**src/rtl/pcm_writer_pkg.sv**
```systemverilog
// Shared types and constants for the PCM frame writer: FSM encoding, sample width
// and the values exchanged with the host through the flag word.
package pcm_writer_pkg;

  localparam int unsigned SAMPLE_W = 16;

  // Flag word holds the completed half plus one, so zero means "host has consumed it".
  localparam logic [31:0] FLAG_CLEAR = 32'd0;
  localparam logic [31:0] FLAG_BASE  = 32'd1;

  typedef enum logic [2:0] {
    S_IDLE,
    S_WR,
    S_FLAG,
    S_POLL,
    S_CHECK
  } state_t;

  function automatic int unsigned words_per_frame(input int unsigned mic_n);
    return (mic_n + 1) / 2;
  endfunction

endpackage

```
**src/rtl/pcm_sample_latch.sv**
```systemverilog
// One-deep hold register in front of a work register, plus the mux that packs two
// 16-bit channels into each 32-bit RAM word (odd channel counts pad the top half with 0).
module pcm_sample_latch
  import pcm_writer_pkg::*;
#(
  parameter int unsigned mic_n  = 2,
  parameter int unsigned wsel_w = 1
) (
  input  logic                      clk,
  input  logic                      reset,
  input  logic [mic_n*SAMPLE_W-1:0] sample_data,
  input  logic                      sample_valid,
  input  logic                      load,
  input  logic [wsel_w-1:0]         word_sel,
  output logic                      hold_full,
  output logic                      overrun,
  output logic [31:0]               word
);

  localparam int unsigned Wpf  = words_per_frame(mic_n);
  localparam int unsigned PadW = Wpf * 32;

  logic [mic_n*SAMPLE_W-1:0] hold_q, work_q;
  logic                      full_q;
  logic                      capture;
  logic [PadW-1:0]           work_pad;

  // Freeing the hold and a new arrival in the same cycle still captures the arrival.
  assign capture = sample_valid && (!full_q || load);
  assign overrun = sample_valid && full_q && !load;

  always_ff @(posedge clk or posedge reset) begin
    if (reset) begin
      full_q <= 1'b0;
      hold_q <= '0;
      work_q <= '0;
    end else begin
      if (capture) begin
        hold_q <= sample_data;
        full_q <= 1'b1;
      end else if (load) begin
        full_q <= 1'b0;
      end
      if (load) begin
        work_q <= hold_q;
      end
    end
  end

  assign work_pad  = PadW'(work_q);
  assign hold_full = full_q;

  always_comb begin
    word = '0;
    for (int i = 0; i < int'(Wpf); i++) begin
      if (word_sel == wsel_w'(i)) begin
        word = work_pad[32*i +: 32];
      end
    end
  end

endmodule

```
**src/rtl/pcm_frame_writer.sv**
```systemverilog
// Writes multichannel PCM frames into a double-buffered RAM region and signals each
// completed half through a flag word. Define PCM_FRAME_WRITER_STATS_EN for overrun_count.
module pcm_frame_writer
  import pcm_writer_pkg::*;
#(
  parameter int unsigned mic_n            = 2,
  parameter int unsigned frames_per_block = 16,
  parameter int unsigned addr_w           = 7
) (
  input  logic                      clk,
  input  logic                      reset,
  input  logic [mic_n*SAMPLE_W-1:0] sample_data,
  input  logic                      sample_valid,
  output logic                      sample_ready,
  output logic [addr_w-1:0]         address,
  output logic                      chipselect,
  output logic                      write,
  output logic [31:0]               writedata,
  input  logic [31:0]               readdata,
  output logic [3:0]                byteenable,
  output logic                      irq,
  output logic                      active_half
`ifdef PCM_FRAME_WRITER_STATS_EN
  ,
  output logic [15:0]               overrun_count
`endif
);

  localparam int unsigned Wpf       = words_per_frame(mic_n);
  localparam int unsigned WselW     = (Wpf > 1) ? $clog2(Wpf) : 1;
  localparam int unsigned FidxW     = (frames_per_block > 1) ? $clog2(frames_per_block) : 1;
  localparam int unsigned HalfWords = frames_per_block * Wpf;
  localparam logic [addr_w-1:0] FlagAddr = '1;

  if (2 * frames_per_block * Wpf > 2 ** addr_w - 1) begin : g_size_check
    $error("pcm_frame_writer: both buffer halves must fit below the flag word");
  end

  state_t             state_q, state_d;
  logic [FidxW-1:0]   frame_q, frame_d;
  logic [WselW-1:0]   wsel_q, wsel_d;
  logic               half_q, half_d;
  logic               irq_q, irq_d;
  logic               load, hold_full, hold_ovr, flag_ovr, done_half;
  logic [31:0]        word;

  pcm_sample_latch #(
    .mic_n  (mic_n),
    .wsel_w (WselW)
  ) u_latch (
    .clk          (clk),
    .reset        (reset),
    .sample_data  (sample_data),
    .sample_valid (sample_valid),
    .load         (load),
    .word_sel     (wsel_q),
    .hold_full    (hold_full),
    .overrun      (hold_ovr),
    .word         (word)
  );

  always_ff @(posedge clk or posedge reset) begin
    if (reset) begin
      state_q <= S_IDLE;
      frame_q <= '0;
      wsel_q  <= '0;
      half_q  <= 1'b0;
      irq_q   <= 1'b0;
    end else begin
      state_q <= state_d;
      frame_q <= frame_d;
      wsel_q  <= wsel_d;
      half_q  <= half_d;
      irq_q   <= irq_d;
    end
  end

  // active_half has already toggled by the time S_FLAG runs.
  assign done_half = ~half_q;

  always_comb begin
    state_d    = state_q;
    frame_d    = frame_q;
    wsel_d     = wsel_q;
    half_d     = half_q;
    irq_d      = irq_q;
    load       = 1'b0;
    flag_ovr   = 1'b0;
    chipselect = 1'b0;
    write      = 1'b0;
    address    = '0;
    writedata  = '0;
    unique case (state_q)
      S_IDLE: begin
        if (hold_full) begin
          load    = 1'b1;
          wsel_d  = '0;
          state_d = S_WR;
        end else if (irq_q) begin
          state_d = S_POLL;
        end
      end
      S_WR: begin
        chipselect = 1'b1;
        write      = 1'b1;
        address    = addr_w'(32'(half_q) * HalfWords + 32'(frame_q) * Wpf + 32'(wsel_q));
        writedata  = word;
        if (wsel_q == WselW'(Wpf - 1)) begin
          wsel_d = '0;
          if (frame_q == FidxW'(frames_per_block - 1)) begin
            frame_d = '0;
            half_d  = ~half_q;
            state_d = S_FLAG;
          end else begin
            frame_d = frame_q + FidxW'(1);
            state_d = S_IDLE;
          end
        end else begin
          wsel_d = wsel_q + WselW'(1);
        end
      end
      S_FLAG: begin
        if (!irq_q) begin
          chipselect = 1'b1;
          write      = 1'b1;
          address    = FlagAddr;
          writedata  = FLAG_BASE + 32'(done_half);
          irq_d      = 1'b1;
        end else begin
          flag_ovr = 1'b1;
        end
        state_d = S_IDLE;
      end
      S_POLL: begin
        chipselect = 1'b1;
        address    = FlagAddr;
        state_d    = S_CHECK;
      end
      S_CHECK: begin
        if (readdata == FLAG_CLEAR) begin
          irq_d = 1'b0;
        end
        state_d = S_IDLE;
      end
      default: state_d = S_IDLE;
    endcase
  end

  assign sample_ready = ~hold_full;
  assign byteenable   = 4'b1111;
  assign irq          = irq_q;
  assign active_half  = half_q;

`ifdef PCM_FRAME_WRITER_STATS_EN
  logic [16:0] ovr_sum;
  assign ovr_sum = {1'b0, overrun_count} + 17'(hold_ovr) + 17'(flag_ovr);

  always_ff @(posedge clk or posedge reset) begin
    if (reset) begin
      overrun_count <= '0;
    end else begin
      overrun_count <= ovr_sum[16] ? 16'hffff : ovr_sum[15:0];
    end
  end
`else
  logic unused_ovr;
  assign unused_ovr = hold_ovr ^ flag_ovr;
`endif

endmodule
```
**config.mk**
```make
export PLATFORM = sky130hd
export DESIGN_NAME = pcm_frame_writer
export DESIGN_NICKNAME = d
export VERILOG_FILES = /design/src/rtl/pcm_writer_pkg.sv /design/src/rtl/pcm_sample_latch.sv /design/src/rtl/pcm_frame_writer.sv
export SDC_FILE = /design/constraint.sdc
export NUM_CORES = 1
export LEC_CHECK = 0
export CAP_MARGIN = 10
export CORE_UTILIZATION = 35
export CTS_CLUSTER_SIZE = 8
export DETAILED_ROUTE_END_ITERATION = 8
export PLACE_DENSITY_LB_ADDON = 0.12
export REMOVE_ABC_BUFFERS = 1
export SYNTH_ARGS = -nofsm -noshare
export SYNTH_HDL_FRONTEND = slang
export SYNTH_SLANG_ARGS = --single-unit
```
**constraint.sdc**
```tcl
create_clock -name clk -period 6.1 [get_ports clk]
set_input_delay 0.915 -clock clk [delete_from_list [all_inputs] [get_ports clk]]
set_output_delay 0.915 -clock clk [all_outputs]
set_load 0.02 [all_outputs]
```
# Yosys cells after proc, flatten, opt, wreduce, memory -nomap -nowiden
# Index checks and enable logic that the tools add are counted.
[word_totals]
regBits = 75
input_bits = 67
wordCells = 62
[classes]
n_addsub = 5
eq_ne = 9
n_mux = 23
n_bitwise = 3
reduce_logical = 14
[op_table]
columns = ["operator", "count"]
rows = [
  ["$pmux 32 s2", 1],
  ["$logic_not 32->1", 1],
  ["$mux 32", 1],
  ["$pmux 7 s3", 1],
  ["$mux 3", 3],
  ["$pmux 3 s3", 1],
  ["$mux 1", 8],
  ["$pmux 1 s2", 4],
  ["$reduce_and 2->1", 4],
  ["$add 6x1->7", 1],
  ["$mux 7", 1],
  ["$add 5x4->6", 1],
  ["$eq 3x2->1 const B", 2],
  ["$reduce_bool 2->1", 3],
  ["$add 4x1->4 const B", 1],
  ["$eq 4x4->1 const B", 1],
  ["$mux 2", 2],
  ["$mux 4", 1],
  ["$ne 2x2->1 const B", 2],
  ["$eq 3x1->1 const B", 1],
  ["$eq 3x3->1 const B", 1],
  ["$logic_not 3->1", 1],
  ["$ne 3x2->1 const B", 1],
  ["$not 1->1", 3],
  ["other kinds (8)", 8],
]

# Logic depth before layout (Yosys ltp)
# Gate-level depths: netlist (run 1).
[logic_depth]
ltp_word = 5
depth_mapped = 6
mapped_depth_nobuf = 4

# Modules after synthesis
# A second synthesis (run 1) with hierarchy kept.
[hier_totals]
cells_unflattened = 285
area_unflattened_um2 = 3636.0
[modules_own_cells]
columns = ["mod", "n_inst", "cells_each", "area_each_um2", "seq_area_each_um2"]
rows = [
  ["pcm_sample_latch", 1, 177, 2765.2, 1626.6],
  ["pcm_frame_writer", 1, 108, 870.8, 225.2],
]

# Worst setup path before layout (run 1)
# No wires, ideal clock.
[synth_timing]
kind = "flip-flop to output port"
start = "register state_q[2]"
end = "output address[2]"
arrival_time_ps = 1517
required_time_ps = 5185
slack_ps = 3668
stages_incl_launch_ff = 5
path_cell_list = "dfrtp_1 -> buf_6 -> nand2b_1 -> a21oi_1 -> nand2b_1"
[synth_between]
elab_chain_cells = 2
word_cells_on_any_way = 4
[synth_rtl]
columns = ["item", "line_no", "source"]
rows = [
  ["start: declaration", "pcm_frame_writer.sv:39", "state_t state_q, state_d;"],
  ["start signal: assignment", "pcm_frame_writer.sv:70", "state_q <= state_d;"],
  ["$eq 3x2->1 or $eq 3x1->1 (tied branches)", "pcm_frame_writer.sv:93", "unique case (state_q)"],
  ["$pmux 7 s3 *", "pcm_frame_writer.sv:93", ""],
  ["end: declaration", "pcm_frame_writer.sv:15", "output logic [addr_w-1:0] address,"],
]
# Mark *: on every way between the ends. The rest lies on a longest branch, timed or not.

# Worst setup path in the final report (run 1)
# Same ends and word-level chain as after synthesis.

==> metrics.txt, run 1 <==
ys async rst share=100%; worst hold slack=496 ps; WL per Instance=14.4 um; RSZ-0062 raised after global routing=false; CP Class=flip-flop to output pin; Setup crit end kind=output pin; commonest cells in the netlist=74 x dfrtp_1, 34 x mux2_2, 31 x and2_1; clk slew on worst S/H paths=around 70 ps; Max-cap violations=0; P&R area growth vs syn=40.7%; n_diodes=0; Critical-path top delay cell=nor3b_2; cell count after synthesis=246; Vias/cell=4.51; most common cell in the synthesized netlist=dfrtp_1; Netlist cell types=35; Main synth FF type=dfrtp_1; Pwr Density=575 nW/um2; # resized after CTS=0; Max transition margin=27.8%; top cells by area, synth=dfrtp_1 54%, mux2_4 13%, mux2_2 11%, and2_1 5.7%, buf_12 1.8%; drc violations=0; hold buffers post-CTS=0; number of I/O port buffers=110; CTS Root Cell=clkbuf_8; share of post-route cells with drive strength above 1=24.2%; Post-CTS Repair Setup Buffers=0; maximum clock path buffer count=2; DRC violation total after the first TritonRoute iteration=56; setup tns final=0 ps; Clk network pwr share=16.6%; status=finished clean; worst-margin pin slew=1080 ps; detailed-route via count=2203; worst path buffer plus inverter count=2; chip height=101 um; Synth Register Bits=between 70 and 80; Comb pwr share=50.9%; HP Class=flip-flop to flip-flop; Tmin final=3800 ps; Post-Synthesis Cell Area=~3400 um2; Worst Path Required=approximately 5200 ps; global-route wire length before repair=11000 um; CTS tree=yes; Hold Fails Final Rpt=0; EDFF count, synth=0; CP delay by family, top=simple AND/OR/NAND/NOR gates; largest net degree at the start of global routing=75; Max stage delay on crit path=910 ps; core footprint=9330 um2; detailed placement HPWL=between 4000 and 5000 um; Reg power frac=32.5%; vias in the first global route=about 2200; initial antenna violation count=0; # clock sinks=74; die area=10100 um2; CP Cell Sequence=nor3b_2 -> buf_4 -> nand2_1 -> nand2b_1 -> clkdlybuf4s50_1; Clk Latency, worst-skew pair=340 ps; fmax=263 MHz; Avg Cell Area, Syn=between 10 and 15 um2; sequential fraction of the synthesis area=between 50% and 60%; total of warnings raised by yosys=0; Sw Ratio=about a third; Int Power=approximately 0.0018 W; Horiz. Die Dim=101 um; largest area contributor in the netlist=dfrtp_1; Num CTS Buffers=9; Setup Skew=between 4 and 5 ps; grt total ovfl=0; Boundary Pins=~120; row cnt=35; post-synth top area share=a little over half; Critical Path Source Type=flip-flop; htree depth=3; gpl congestion=0.777; final setup vio count=0; antenna viol nets, final=0; GRT Util Overall=14.4%; peak supply drop=0.000238 V; nets=roughly 420; fillcell total=837; max-slew violation count=0; Pre-antenna DRT Iters=4; Lkg Pwr=2.07 nW; Initial Util=36.5%; Final Cycle Share=62.3%; Sw Pwr=between 0.0009 and 0.001 W; CP Data Arrival Time=2890 ps; final WL=7030 um; CP Max Fanout=21
## registers in the layout, indices dropped and copies added, names as in the netlist
signal / count
active_half: 1
frame_q: 4
irq: 1
state_q: 3
u_latch.hold_full: 1
u_latch.hold_q: 32
u_latch.work_pad: 32
## per-layer routing
layer	track usage, %	wire (um)	part of all wire, %
met3	5.27	620	8.8
met2	21.4	2990	43
met5	0	0	0
met4	6.02	75	1.1
met1	19.0	3340	48
## logic make-up after synthesis
family	share of synthesized area, %
DFF	54.3
adders and majority gates	0.367
other	0.110
and+or+nand+nor	11.9
buffers and inverters	4.88
AOI/OAI and AO/OA	2.86
xor gates and xnor gates	0.771
muxes	24.8
## through the flow
step           power [W]  instance area [um2]  worst slack (ps)  std cells  utilization (%)
3_3_place_gp     0.00230                 4560              2680        474             48.8
5_1_grt          0.00293                 4800              2040        489             51.4
2_1_floorplan    0.00179                 3270              2620        233                -
4_1_cts          0.00279                 4800              2240        489             51.4
3_5_place_dp     0.00232                 4560              2630        474             48.8
6_report         0.00276                 4800              2300        489             51.4
## worst paths after layout
kind	from	to	slack, ps	cells past startpoint
worst min-delay path	u_latch.work_pad[25]	u_latch.work_pad[25]	500	1
worst max-delay path	state_q[2]	address[2]	2300	5
worst min register to register	u_latch.work_pad[25]	u_latch.work_pad[25]	500	1
max in group asynchronous	reset	active_half	4310	3
min in group asynchronous	reset	u_latch.hold_q[23]	1180	3
worst max register to register	state_q[2]	frame_q[0]	3830	4
## cells in the final DEF, fill, tap and decap left out, types with 3 or more instances in the layout
cell type	count
mux2_4	30
nand4_1	3
bufinv_16	3
a21o_1	5
nand2_1	3
clkdlybuf4s50_1	110
mux2_2	34
and2_1	31
inv_1	4
dfrtp_1	74
nor2_1	9
a21oi_1	3
clkbuf_8	10
o21ai_0	3
nor4_1	6
conb_1	4
## power groups by stage
stage / combinational, W / clock (W) / sequential [W]
finish: 0.00140 / 0.000458 / 0.000895
global route: 0.00150 / 0.000497 / 0.000928
CTS: 0.00143 / 0.000472 / 0.000896
detailed placement: 0.00142 / 0 / 0.000905
global placement: 0.00140 / 0 / 0.000896
floorplan: 0.000938 / 0 / 0.000856
## area by class of cell
class / count / area, um2 / area share [%]
multi-input cells: 154 / 1410 / 29.3
inverters: 5 / 20.0 / 0.417
flip-flops and latches: 74 / 1850 / 38.6
clock buffers: 10 / 138 / 2.87
clock inverters: 5 / 103 / 2.14
repair buffers: 112 / 1120 / 23.3
well taps: 129 / 161 / 3.37
## worst register-to-register path, cell delays in order (launching register included)
cell	delay [ps]
dfrtp_1	470
nor3b_2	910
buf_4	390
nand4_1	210
and2_1	190
(Power assumes the default switching activity.)
==> inputs of run 2 (changes only) <==
==> constraint.sdc (replaced) <==
create_clock -name clk -period 3.9 [get_ports clk]
set_input_delay 0.585 -clock clk [delete_from_list [all_inputs] [get_ports clk]]
set_output_delay 0.585 -clock clk [all_outputs]
set_load 0.02 [all_outputs]
==> metrics.txt, run 2 (synthesis results as in run 1) <==
launch point of the worst path=state_q[2]; Pwr Density=886 nW/um2 (+54%); Layout Cells excl Fill=492 (+0.61%); die area=10100 um2 (unchanged); CTS tree=yes; Max-cap violations=0 (unchanged); grt total ovfl=0 (unchanged); final setup vio count=0 (unchanged); peak supply drop=0.000379 V (+59%); Boundary Pins=115 (unchanged); Vias/cell=4.56 (+1.1%); n_diodes=0 (unchanged); clk slew on worst S/H paths=80 ps (about the same); Final Cycle Share=71.8%; fmax=357 MHz; CTS Root Cell=clkbuf_8; worst hold slack=500 ps (+4.07 ps); Worst Path Required=3310 ps (-1870 ps); Post-CTS Repair Setup Buffers=0 (unchanged); Critical R2R Launch=state_q[2]; global-route wire length before repair=11100 um (+1.3%); Horiz. Die Dim=101 um (unchanged); Critical Path Source Type=flip-flop; CP Class=flip-flop to output pin; hold buffers post-CTS=0 (unchanged); Lkg Pwr=2.08 nW (+0.42%); WL per Instance=14.2 um (-1.1%); Hold Fails Final Rpt=0 (unchanged); CP Data Arrival Time=2220 ps (-670 ps); leading cell type in the layout, fill and taps excluded=clkdlybuf4s50_1; Initial Util=36.5% (unchanged); status=finished clean; maximum clock path buffer count=2 (unchanged); RSZ-0062 raised after global routing=false; detailed-route via count=2242 (+1.8%); htree depth=3 (unchanged); initial antenna violation count=0 (unchanged); CP Max Fanout=9 (-57%); GRT Util Overall=14.5% (+0.066 points); placed cell count=475 (+0.21%); core footprint=9330 um2 (unchanged); number of I/O port buffers=110 (unchanged); Clk Latency, worst-skew pair=340 ps (about the same); nets=426 (+0.47%); fillcell total=837 (unchanged); chip height=101 um (unchanged); final WL=6990 um (-0.53%); Tmin final=2800 ps; # resized after CTS=0 (unchanged); max-slew violation count=0 (unchanged); setup tns final=0 ps (unchanged); HP Class=input pin to asynchronous set/reset pin; gpl congestion=0.806 (+3.7%); row cnt=35 (unchanged); largest net degree at the start of global routing=63 (-16%); drc violations=0 (unchanged); DRC violation total after the first TritonRoute iteration=69 (+23%); Setup Skew=9.71 ps (+5.55 ps); share of post-route cells with drive strength above 1=24.5% (+0.35 points); Final WS setup=1100 ps (-1200 ps); Setup crit end kind=output pin; vias in the first global route=2236 (+1.4%); P&R area growth vs syn=41.1%; most frequent cells in the layout=110 x clkdlybuf4s50_1, 74 x dfrtp_1, 34 x mux2_2, 31 x and2_1, 30 x mux2_4; Max transition margin=31.6% (+3.8 points); Pre-antenna DRT Iters=4 (unchanged); worst-margin pin slew=1020 ps (-54.8 ps); detailed placement HPWL=4600 um (-2.0%); Num CTS Buffers=9 (unchanged); pre-CTS WS=1460 ps (-1170 ps); antenna viol nets, final=0 (unchanged); # clock sinks=74 (unchanged)
## run 2: cell count changes in the layout (fill, tap and decap cells not counted)
cell,previous run,this run
buf_16,0,1
buf_4,2,3
bufinv_16,3,2
clkbuf_1,0,1
clkinv_2,2,3
## run 2: where the power goes
| part | leakage, nW | internal [W] | switching (W) |
|---|---|---|---|
| clock network | 0.109 | 0.000376 | 0.000277 |
| logic | 1.11 | 0.00126 | 0.000961 |
| registers | 0.867 | 0.00117 | 0.000227 |
## run 2: worst paths after layout
kind / to / slack (ps) / depth (start not counted)
min in group clk: u_latch.work_pad[18] / 500 / 1
max in group asynchronous: u_latch.work_pad[31] / 2630 / 4
hold / removal: u_latch.work_pad[9] / 500 / 2
setup / recovery: address[2] / 1100 / 4
hold reg to reg: u_latch.work_pad[18] / 500 / 1
setup reg to reg: u_latch.work_pad[29] / 1650 / 3
## run 2: final cells by class
type	count	area, um2	area share (%)
clock buffer	11	141	2.94
clock inverter	5	77.6	1.61
inverter	5	20.0	0.416
multi-input combinational	154	1410	29.2
sequential	74	1850	38.5
tap	129	161	3.36
timing repair buffer	114	1150	23.9
## run 2: worst max-delay path: stages, from the launching register on
cell and delay, ps:
dfrtp_1 470, nand2b_1 200, a21oi_1 440, nand2b_1 170
clkdlybuf4s50_1 600
## run 2: routing by layer
layer / routed length [um] / vias to the layer above / track usage (%)
li1: - / 1071 / -
met1: 3350 / 1071 / 19.5
met2: 2970 / 88 / 21.2
met3: 536 / 12 / 4.02
met4: 134 / 0 / 7.36
met5: 0 / - / 0
## run 2: per-stage QoR
stage | cell area (um2) | total power [W] | utilization [%]
finish | 4810 | 0.00426 | 51.6
global route | 4810 | 0.00453 | 51.6
CTS | 4780 | 0.00432 | 51.3
detailed placement | 4560 | 0.00364 | 48.9
global placement | 4560 | 0.00361 | 48.9
floorplan | 3270 | 0.00281 | -
